## src/rtl/unified_mem_arbiter.sv

```systemverilog
// rtl/unified_mem_arbiter.sv - fetch/data arbiter onto one synchronous single-port memory (option: ARB_MISALIGN_TRAP_EN)
module unified_mem_arbiter #(
    parameter int STARVE_MAX = 4
) (
    input  logic        clk,
    input  logic        rst,
    input  logic        if_req,
    input  logic [31:0] if_addr,
    output logic        if_gnt,
    output logic        if_valid,
    output logic [31:0] if_rdata,
    input  logic        dm_req,
    input  logic        dm_we,
    input  logic [31:0] dm_addr,
    input  logic [31:0] dm_wdata,
    input  logic [1:0]  dm_size,
    input  logic        dm_unsigned,
    output logic        dm_gnt,
    output logic        dm_valid,
    output logic [31:0] dm_rdata,
    output logic        dm_err,
    output logic [31:0] mem_addr,
    output logic        mem_we,
    output logic [3:0]  mem_be,
    output logic [31:0] mem_wdata,
    input  logic [31:0] mem_rdata
);

    localparam logic [1:0] IDLE  = 2'd0;
    localparam logic [1:0] FETCH = 2'd1;
    localparam logic [1:0] DATA  = 2'd2;
    localparam logic [3:0] STARVE_LIM = 4'(STARVE_MAX);

    logic [1:0]  state;
    logic [3:0]  starve_cnt;
    logic [31:0] last_addr;
    logic [31:0] last_wdata;
    logic [31:0] if_rdata_q;
    logic [31:0] dm_rdata_q;
    logic [1:0]  lane_q;
    logic [1:0]  size_q;
    logic        uns_q;
    logic        we_q;
    logic        err_q;

    logic        trap;
    logic [31:0] eff_addr;
    logic        dm_issue;
    logic [3:0]  be_raw;
    logic [31:0] wdata_lanes;
    logic        load_resp;
    logic [31:0] shifted;
    logic [31:0] load_ext;
    logic        unused_ok;

    assign unused_ok = ^if_addr[1:0];

`ifdef ARB_MISALIGN_TRAP_EN
    // Misaligned accesses are flagged and kept off the memory bus
    always_comb begin
        trap     = (dm_size == 2'b01 && dm_addr[0]) || (dm_size[1] && dm_addr[1:0] != 2'b00);
        eff_addr = dm_addr;
    end
`else
    // Misaligned accesses are silently rounded down to natural alignment
    always_comb begin
        trap     = 1'b0;
        eff_addr = dm_addr;
        if (dm_size[1])
            eff_addr[1:0] = 2'b00;
        else if (dm_size == 2'b01)
            eff_addr[0] = 1'b0;
    end
`endif

    // Data wins by default; fetch wins once the data side has had its run
    always_comb begin
        if_gnt = rst & if_req & (~dm_req | (starve_cnt == STARVE_LIM));
        dm_gnt = rst & dm_req & ~if_gnt;
    end

    // Store lane steering: byte enables and replicated write data
    always_comb begin
        be_raw      = 4'b1111;
        wdata_lanes = dm_wdata;
        if (dm_size == 2'b00) begin
            be_raw      = 4'b0001 << eff_addr[1:0];
            wdata_lanes = {4{dm_wdata[7:0]}};
        end else if (dm_size == 2'b01) begin
            be_raw      = 4'b0011 << eff_addr[1:0];
            wdata_lanes = {2{dm_wdata[15:0]}};
        end
    end

    // Memory-side drive; address and write data hold their last issued values when idle
    always_comb begin
        dm_issue  = dm_gnt & ~trap;
        mem_we    = dm_issue & dm_we;
        mem_be    = mem_we ? be_raw : 4'b0000;
        mem_wdata = mem_we ? wdata_lanes : last_wdata;
        if (if_gnt)
            mem_addr = {if_addr[31:2], 2'b00};
        else if (dm_issue)
            mem_addr = {eff_addr[31:2], 2'b00};
        else
            mem_addr = last_addr;
    end

    // Load data alignment and sign/zero extension from the recorded access attributes
    always_comb begin
        shifted = mem_rdata >> {lane_q, 3'b000};
        if (size_q == 2'b00)
            load_ext = uns_q ? {24'h0, shifted[7:0]} : {{24{shifted[7]}}, shifted[7:0]};
        else if (size_q == 2'b01)
            load_ext = uns_q ? {16'h0, shifted[15:0]} : {{16{shifted[15]}}, shifted[15:0]};
        else
            load_ext = shifted;
    end

    // Response side: the state register says which port owns this cycle's read word
    always_comb begin
        if_valid  = (state == FETCH);
        dm_valid  = (state == DATA);
        load_resp = dm_valid & ~we_q & ~err_q;
        dm_err    = dm_valid & err_q;
        if_rdata  = if_valid ? mem_rdata : if_rdata_q;
        dm_rdata  = load_resp ? load_ext : dm_rdata_q;
    end

    // Outstanding-access tracking, starvation counter and held output values
    always_ff @(posedge clk or negedge rst) begin
        if (!rst) begin
            state      <= IDLE;
            starve_cnt <= 4'd0;
            last_addr  <= 32'h0;
            last_wdata <= 32'h0;
            if_rdata_q <= 32'h0;
            dm_rdata_q <= 32'h0;
            lane_q     <= 2'b00;
            size_q     <= 2'b00;
            uns_q      <= 1'b0;
            we_q       <= 1'b0;
            err_q      <= 1'b0;
        end else begin
            if (if_gnt)
                state <= FETCH;
            else if (dm_gnt)
                state <= DATA;
            else
                state <= IDLE;

            if (if_gnt)
                starve_cnt <= 4'd0;
            else if (dm_gnt && if_req && starve_cnt < STARVE_LIM)
                starve_cnt <= starve_cnt + 4'd1;

            if (if_gnt || dm_issue)
                last_addr <= mem_addr;
            if (mem_we)
                last_wdata <= mem_wdata;
            if (if_valid)
                if_rdata_q <= mem_rdata;
            if (load_resp)
                dm_rdata_q <= load_ext;

            if (dm_gnt) begin
                lane_q <= eff_addr[1:0];
                size_q <= dm_size;
                uns_q  <= dm_unsigned;
                we_q   <= dm_we;
                err_q  <= trap;
            end
        end
    end

endmodule

```

## config.mk

```make
export PLATFORM = sky130hd
export DESIGN_NAME = unified_mem_arbiter
export DESIGN_NICKNAME = d
export VERILOG_FILES = /design/src/rtl/unified_mem_arbiter.sv
export SDC_FILE = /design/constraint.sdc
export NUM_CORES = 1
export LEC_CHECK = 0
export BUFFER_PORTS_ARGS = -buffer_cell sky130_fd_sc_hd__buf_2
export CORE_UTILIZATION = 53
export DETAILED_ROUTE_END_ITERATION = 12
export PLACE_DENSITY = 0.87
export SYNTH_ARGS = -nofsm -noshare
export SYNTH_HDL_FRONTEND = slang
export SYNTH_SLANG_ARGS = --single-unit
```

## constraint.sdc

```tcl
create_clock -name clk -period 8 [get_ports clk]
set_input_delay 2.4 -clock clk [delete_from_list [all_inputs] [get_ports clk]]
set_output_delay 2.4 -clock clk [all_outputs]
set_load 0.1 [all_outputs]
```

==> results of run 1 <==
## report_power, final
group | switching [mW] | leakage [nW] | internal (mW)
Sequential | 0.0569 | 1.69 | 0.871
Combinational | 1.48 | 2.59 | 0.292
Clock | 0.276 | 0.288 | 0.519
Total | 1.81 | 4.57 | 1.68
## per-layer routing
metal	GRT usage [%]	routed length [um]	part of all wire, %
met5	0	0	0
met4	11.86	438	2.4
met3	8.382	1294	7.0
met2	48.93	9349	51
met1	34.03	7347	40
## worst max-delay path, cell delays in order
cell and delay, ps:
sky130_fd_sc_hd__buf_2 110, sky130_fd_sc_hd__and2_1 180, sky130_fd_sc_hd__and2_1 960, sky130_fd_sc_hd__a22oi_1 260, sky130_fd_sc_hd__nand2_1 150, sky130_fd_sc_hd__buf_2 440
## metrics by stage
| step | setup slack (ps) | hold WS [ps] | power, mW | util, % |
|---|---|---|---|---|
| after global placement | 1255 | 442.9 | 2.680 | 66.91 |
| final | 1074 | 456.1 | 3.496 | 71.83 |
| after floorplan | 346.6 | 432.5 | 2.435 | - |
| after detailed placement | 1126 | 449.8 | 2.709 | 66.91 |
| after CTS | 1111 | 461.9 | 3.516 | 71.83 |
| after global routing | 963.2 | 478.5 | 3.620 | 71.83 |
## sequential cells by signal, indices dropped and copies added, names as in the netlist
name,cells
dm_rdata_q,32
if_rdata_q,32
lane_q,2
last_addr,32
last_wdata,32
size_q,2
starve_cnt,4
state,2
uns_q,1
we_q,1
## worst min-delay path by stage
stage	slack (ps)	to	cells after the start	startpoint
after floorplan	430	last_addr[10]$_DFFE_PN0P_	2	last_addr[10]$_DFFE_PN0P_
after global placement	440	last_addr[27]$_DFFE_PN0P_	2	last_addr[27]$_DFFE_PN0P_
after detailed placement	450	last_addr[26]$_DFFE_PN0P_	2	last_addr[26]$_DFFE_PN0P_
after CTS	460	last_addr[26]$_DFFE_PN0P_	2	last_addr[26]$_DFFE_PN0P_
after global routing	480	last_addr[28]$_DFFE_PN0P_	2	last_addr[28]$_DFFE_PN0P_
final	460	last_addr[26]$_DFFE_PN0P_	2	last_addr[26]$_DFFE_PN0P_
## cell families after synthesis
group | after synthesis
buf+inv | 52
fa+ha+maj | 6
other cells | 1
xor+xnor | 1
flops | 140
compound gates | 146
mux | 86
simple gates | 233
## final cells by class
cell class | instances | area share [%]
Sequential cell | 140 | 39.94
Multi-Input combinational cell | 473 | 34.13
Tap cell | 168 | 2.396
Inverter | 8 | 0.3423
Clock inverter | 6 | 1.255
Clock buffer | 24 | 5.605
Timing Repair Buffer | 280 | 16.33
## layout by cell type, fill, tap and decap left out, types with 2 or more instances in the layout
| master | count |
|---|---|
| sky130_fd_sc_hd__buf_4 | 10 |
| sky130_fd_sc_hd__mux4_2 | 2 |
| sky130_fd_sc_hd__a22oi_1 | 30 |
| sky130_fd_sc_hd__nor3b_1 | 2 |
| sky130_fd_sc_hd__buf_2 | 269 |
| sky130_fd_sc_hd__nor2_1 | 35 |
| sky130_fd_sc_hd__clkbuf_8 | 4 |
| sky130_fd_sc_hd__o22a_1 | 10 |
| sky130_fd_sc_hd__inv_1 | 7 |
| sky130_fd_sc_hd__bufinv_16 | 3 |
| sky130_fd_sc_hd__o21ai_0 | 50 |
| sky130_fd_sc_hd__mux2_2 | 45 |
| sky130_fd_sc_hd__clkinvlp_4 | 2 |
| sky130_fd_sc_hd__o221a_2 | 4 |
| sky130_fd_sc_hd__and2_1 | 12 |
| sky130_fd_sc_hd__o22a_2 | 2 |
| sky130_fd_sc_hd__o2bb2ai_1 | 7 |
| sky130_fd_sc_hd__nand2_1 | 158 |
| sky130_fd_sc_hd__a21oi_1 | 25 |
| sky130_fd_sc_hd__a211oi_1 | 9 |
| sky130_fd_sc_hd__dfrtp_1 | 140 |
| sky130_fd_sc_hd__ha_1 | 6 |
| sky130_fd_sc_hd__nand2b_1 | 5 |
| sky130_fd_sc_hd__clkbuf_16 | 17 |
| sky130_fd_sc_hd__mux2i_1 | 39 |
| sky130_fd_sc_hd__nor2b_1 | 12 |
| sky130_fd_sc_hd__clkbuf_1 | 3 |
==> impl_metrics.toml, run 1 <==
[synth]
synthAdderAreaFrac_pct = 1.114
ys_seq_area_share_pct = 51.99
synth-xor-area-share_pct = 0.1300
synth_edf_count = 0
yosysMostFrequentCell = "sky130_fd_sc_hd__nand2_1"
yosys.area.top_type_share_pct = 51.99
synth_fp_nets = 807
synth.distinct_cells = 45
synth_top_area_cell = "sky130_fd_sc_hd__dfrtp_1"
synth_top_family_by_area = "simple AND/OR/NAND/NOR gates"
dominantRegCellSynth = "sky130_fd_sc_hd__dfrtp_1"
post_synth_main_area_contributors = "sky130_fd_sc_hd__dfrtp_1, sky130_fd_sc_hd__nand2_1, sky130_fd_sc_hd__mux2_2"
synth_simple_gate_area_share_pct = 14.67
syn-mean-instance-area_sq_um = 10.13
synth.mux.area_fraction_pct = 13.98
syn_warnings = 0
synth_seq_cells = 140
asyncSetResetFlopFracSynth_pct = 100.0
synth_compound_gate_area_share_pct = 14.30
postSynthCellCount = 665
synth_area_sq_um = 6739
ys_top_cells_by_count = "sky130_fd_sc_hd__nand2_1, sky130_fd_sc_hd__dfrtp_1, sky130_fd_sc_hd__o21ai_0"

[drt]
routed_wirelength_um = 18430
total_number_of_vias = 5915
remaining_routing_drc_violations = 0
drt_iter0_markers = 384
antenna_violating_nets_post_route = 0
first_pass_iters = 5
wl_per_cell_um = 16.77
viasPerCell = 5.382

[pwr]
cellPowerDensity_nw_per_um2 = 398.5
vdd_ir_drop_max_mv = 0.2529
total_leakage_power_nw = 4.570

[setup_path]
r2r_setup_slack_ps = 5450
timing.critical_path.fanout_max = 32
endpoint_kind = "primary output"
r2r-end = "uns_q$_DFFE_PN0P_"
critical_path_class = "input pin to primary output"
critPathCapture = "mem_addr[12]"
crit-reg2reg-launch = "starve_cnt[0]$_DFFE_PN0P_"
critical_path_required_ps = 5600
r2r_cells = 6
crit_path_start_kind = "input pin"
cp_data_arrival_time_ps = 4530
worstSetupStartpoint = "dm_req"

[clocking]
clk_pin_slew_worst_paths_ps = 50
cts_tree = "yes"
root_buffer = "sky130_fd_sc_hd__clkbuf_16"
post-cts-setup-buffers = 0
worstSkewPairLatency_ps = 420
cts_max_level = 4
ctsLongestPathBuffers = 2
cts_made_buffers = 17
ctsResizeCount = 0
cts_hold_buffers = 0
cts_sink_count = 140

[global_route]
grt_overflow_total = 0
grt_pass1_wl_um = 28370
global_route.usage.total_pct = 28.64
grt_pass1_vias = 5672
antenna_found_initial = 0
grt_start_max_net_pins = 80

[die]
floorplan.die.width_um = 114.8
floorplan.die_area_sq_um = 13170
die_height_um = 114.8
rows = 40
floorplan.io_pins = 274
floorplan.core_area_sq_um = 12210
start_util_pct = 55.18

[placed_design]
dp_cells = 1069
place_area_sq_um = 8170
buffer_ports.inserted = 270
post-dp-hpwl_um = 13410
final_wtd_congestion = 0.8574

[final_layout]
post_route_cells_drive_above_1_share_pct = 39.96
stdcell_area_sq_um = 8772
multiInputGateArea_sq_um = 2994
seqCellArea_sq_um = 3503
layout-area-overhead-vs-synth_pct = 30.17
fill_cells = 957
stdcell_count = 1099
nets = 1062
n_antenna_cell = 0

[timing]
maxSlewViolCount = 0
fmax_mhz = 144.4
fin_skew_ps = 6.526
rsz0062_at_grt = "false"
finalHoldViolCount = 0
report.final.setup_viol = 0
fraction_of_the_cycle_the_final_worst_path_needs_pct = 86.58
worst-slew-pin-transition_ps = 1234
layout_min_cycle_time_ps = 6926
slew-limit-headroom_pct = 17.73
aggregate_negative_setup_slack_ps = 0

[outcome]
status = "finished clean"

[min_path]
class_of_the_most_critical_hold_timing_path = "flop to flop"

[flow_run]
cap_viol_max_count = 0
Power figures use the tool's default switching activity.
==> run 2: changes to the inputs <==
CORE_UTILIZATION = 50   (was 53)
HOLD_SLACK_MARGIN = 0.15   (was default)
PLACE_DENSITY = 0.82   (was 0.87)
==> run 2 against run 1 <==
Effect of this change: register-to-register slack better by 220 ps; flip-flop and latch count unchanged; clock skew up 4.8 ps; worst setup slack better by 350 ps; maximum frequency up 5.3%; power up 0.95%; global-route usage down 2.1 points; critical path depth unchanged; final cell count up 1.1%; cell area up 0.54%.
==> impl_metrics.toml, run 2 (synthesized netlist as in run 1, its figures left out) <==
[outcome]
status = "finished clean"

[final_layout]
layout-area-overhead-vs-synth_pct = 30.88
post_route_cells_drive_above_1_share_pct = 40.30
layout.cells.most_common = "sky130_fd_sc_hd__buf_2"
layout_common_cells = "sky130_fd_sc_hd__buf_2, sky130_fd_sc_hd__nand2_1, sky130_fd_sc_hd__dfrtp_1, sky130_fd_sc_hd__o21ai_0, sky130_fd_sc_hd__mux2_2"
fill_cells = 1081
nets = 1062
seqCellArea_sq_um = 3503
multiInputGateArea_sq_um = 2994

[global_route]
global_route.usage.total_pct = 26.58
grt_start_max_net_pins = 77
grt_overflow_total = 0
grt_pass1_vias = 5663
grt_pass1_wl_um = 28610
antenna_found_initial = 2

[clocking]
ctsLongestPathBuffers = 2
cts_made_buffers = 17
cts_sink_count = 140
post-cts-setup-buffers = 0
cts_tree = "yes"
worstSkewPairLatency_ps = 420
ctsResizeCount = 0
cts_hold_buffers = 0
cts_max_level = 4
root_buffer = "sky130_fd_sc_hd__clkbuf_16"
clk_pin_slew_worst_paths_ps = 60

[drt]
topRoutingLayerUsed = "met4"
total_number_of_vias = 5845
antenna_violating_nets_post_route = 0
remaining_routing_drc_violations = 0
wl_per_cell_um = 16.06
first_pass_iters = 5
route.layer.met1.wl_um = 7628
met2_wirelength_um = 8799
drt_iter0_markers = 330
viasPerCell = 5.261
routed_wirelength_um = 17850
met3_length_um = 1118

[die]
floorplan.die.width_um = 118.1
die_height_um = 118.1
floorplan.die_area_sq_um = 13950
start_util_pct = 51.09
floorplan.io_pins = 274
floorplan.core_area_sq_um = 13190
rows = 42

[setup_path]
timing.critical_path.fanout_max = 16
endpoint_kind = "primary output"
cp_data_arrival_time_ps = 4180
critical_path_required_ps = 5600
crit_family = "compound AO/OA/AOI/OAI gates"
critical_path_class = "input pin to primary output"
cp_cell_sequence = "buf_2, nand2b_1, a311o_2, o21ai_4, o221a_2, buf_2"
critical-path-slowest-cell = "sky130_fd_sc_hd__buf_2"
crit_buf_inv = 2
crit_path_start_kind = "input pin"
path_common_cell = "sky130_fd_sc_hd__buf_2"
timing.critical_path.slowest_cell_delay_ps = 440

[timing]
report.final.setup_viol = 0
fmax_mhz = 152.0
rsz0062_at_grt = "false"
slew-limit-headroom_pct = 28.73
fraction_of_the_cycle_the_final_worst_path_needs_pct = 82.25
aggregate_negative_setup_slack_ps = 0
fin_skew_ps = 11.34
maxSlewViolCount = 0
finalHoldViolCount = 0
worst-slew-pin-transition_ps = 1069
layout_min_cycle_time_ps = 6580
hold-worst-slack_ps = 458.3
postLayoutSetupSlackWorst_ps = 1420

[pwr]
total_leakage_power_nw = 4.591
vdd_ir_drop_max_mv = 0.3111
cellPowerDensity_nw_per_um2 = 400.2

[placed_design]
final_wtd_congestion = 0.8203
preCtsSetupSlack_ps = 1429
post-dp-hpwl_um = 13080
buffer_ports.inserted = 270

[flow_run]
cap_viol_max_count = 0

[min_path]
class_of_the_most_critical_hold_timing_path = "flop to flop"
==> run 2: cell count changes in the layout (fill, tap and decap cells not counted), sizes merged <==
cell    change
bufinv      +1
clkbuf      -3
clkinv      +3
diode       +2
inv         +1
==> run 2: power breakdown <==
group / total [mW] / switching [mW] / internal [mW]
Sequential: 0.924 / 0.0539 / 0.870
Clock: 0.838 / 0.292 / 0.545
Combinational: 1.77 / 1.48 / 0.292
==> run 2: layer usage <==
layer | up-vias | global-route usage (%)
met3 | 16 | 6.783
li1 | 2811 | -
met4 | 0 | 9.295
met1 | 2815 | 33.44
met2 | 203 | 44.41
met5 | - | 0
==> run 2: final timing paths <==
path | slack (ps) | start | end | cells after the start
min in group asynchronous | 2190 | rst | last_addr[3]$_DFFE_PN0P_ | 2
worst min register to register | 460 | last_addr[4]$_DFFE_PN0P_ | last_addr[4]$_DFFE_PN0P_ | 2
worst max register to register | 5670 | lane_q[1]$_DFFE_PN0P_ | dm_rdata_q[25]$_DFF_PN0_ | 4
max in group asynchronous | 5120 | rst | if_rdata_q[28]$_DFF_PN0_ | 2
worst min-delay path | 460 | last_addr[4]$_DFFE_PN0P_ | last_addr[4]$_DFFE_PN0P_ | 2
worst max-delay path | 1420 | mem_rdata[23] | dm_rdata[25] | 6
==> run 2: layout make-up <==
class / count / area share [%]
multi-input combinational: 473 / 33.95
timing repair buffer: 280 / 16.24
clock buffer: 21 / 5.334
sequential: 140 / 39.72
tap: 176 / 2.497
antenna: 2 / 0.05675
inverter: 8 / 0.3405
clock inverter: 11 / 1.858
==> run 2: worst register-to-register path: stages (launching register included) <==
cell and delay (ps):
sky130_fd_sc_hd__dfrtp_1 770, sky130_fd_sc_hd__nand2b_1 350, sky130_fd_sc_hd__a311o_2 420, sky130_fd_sc_hd__o21ai_4 400, sky130_fd_sc_hd__o221a_2 310
==> run 2: stage by stage <==
step	utilization [%]	power, mW	std cells	cell area, sq um
after global routing	66.87	3.657	1111	8820
after floorplan	-	2.435	665	6739
after global placement	62.02	2.681	1077	8180
final	66.87	3.529	1111	8820
after CTS	66.83	3.552	1109	8815
after detailed placement	62.02	2.706	1077	8180
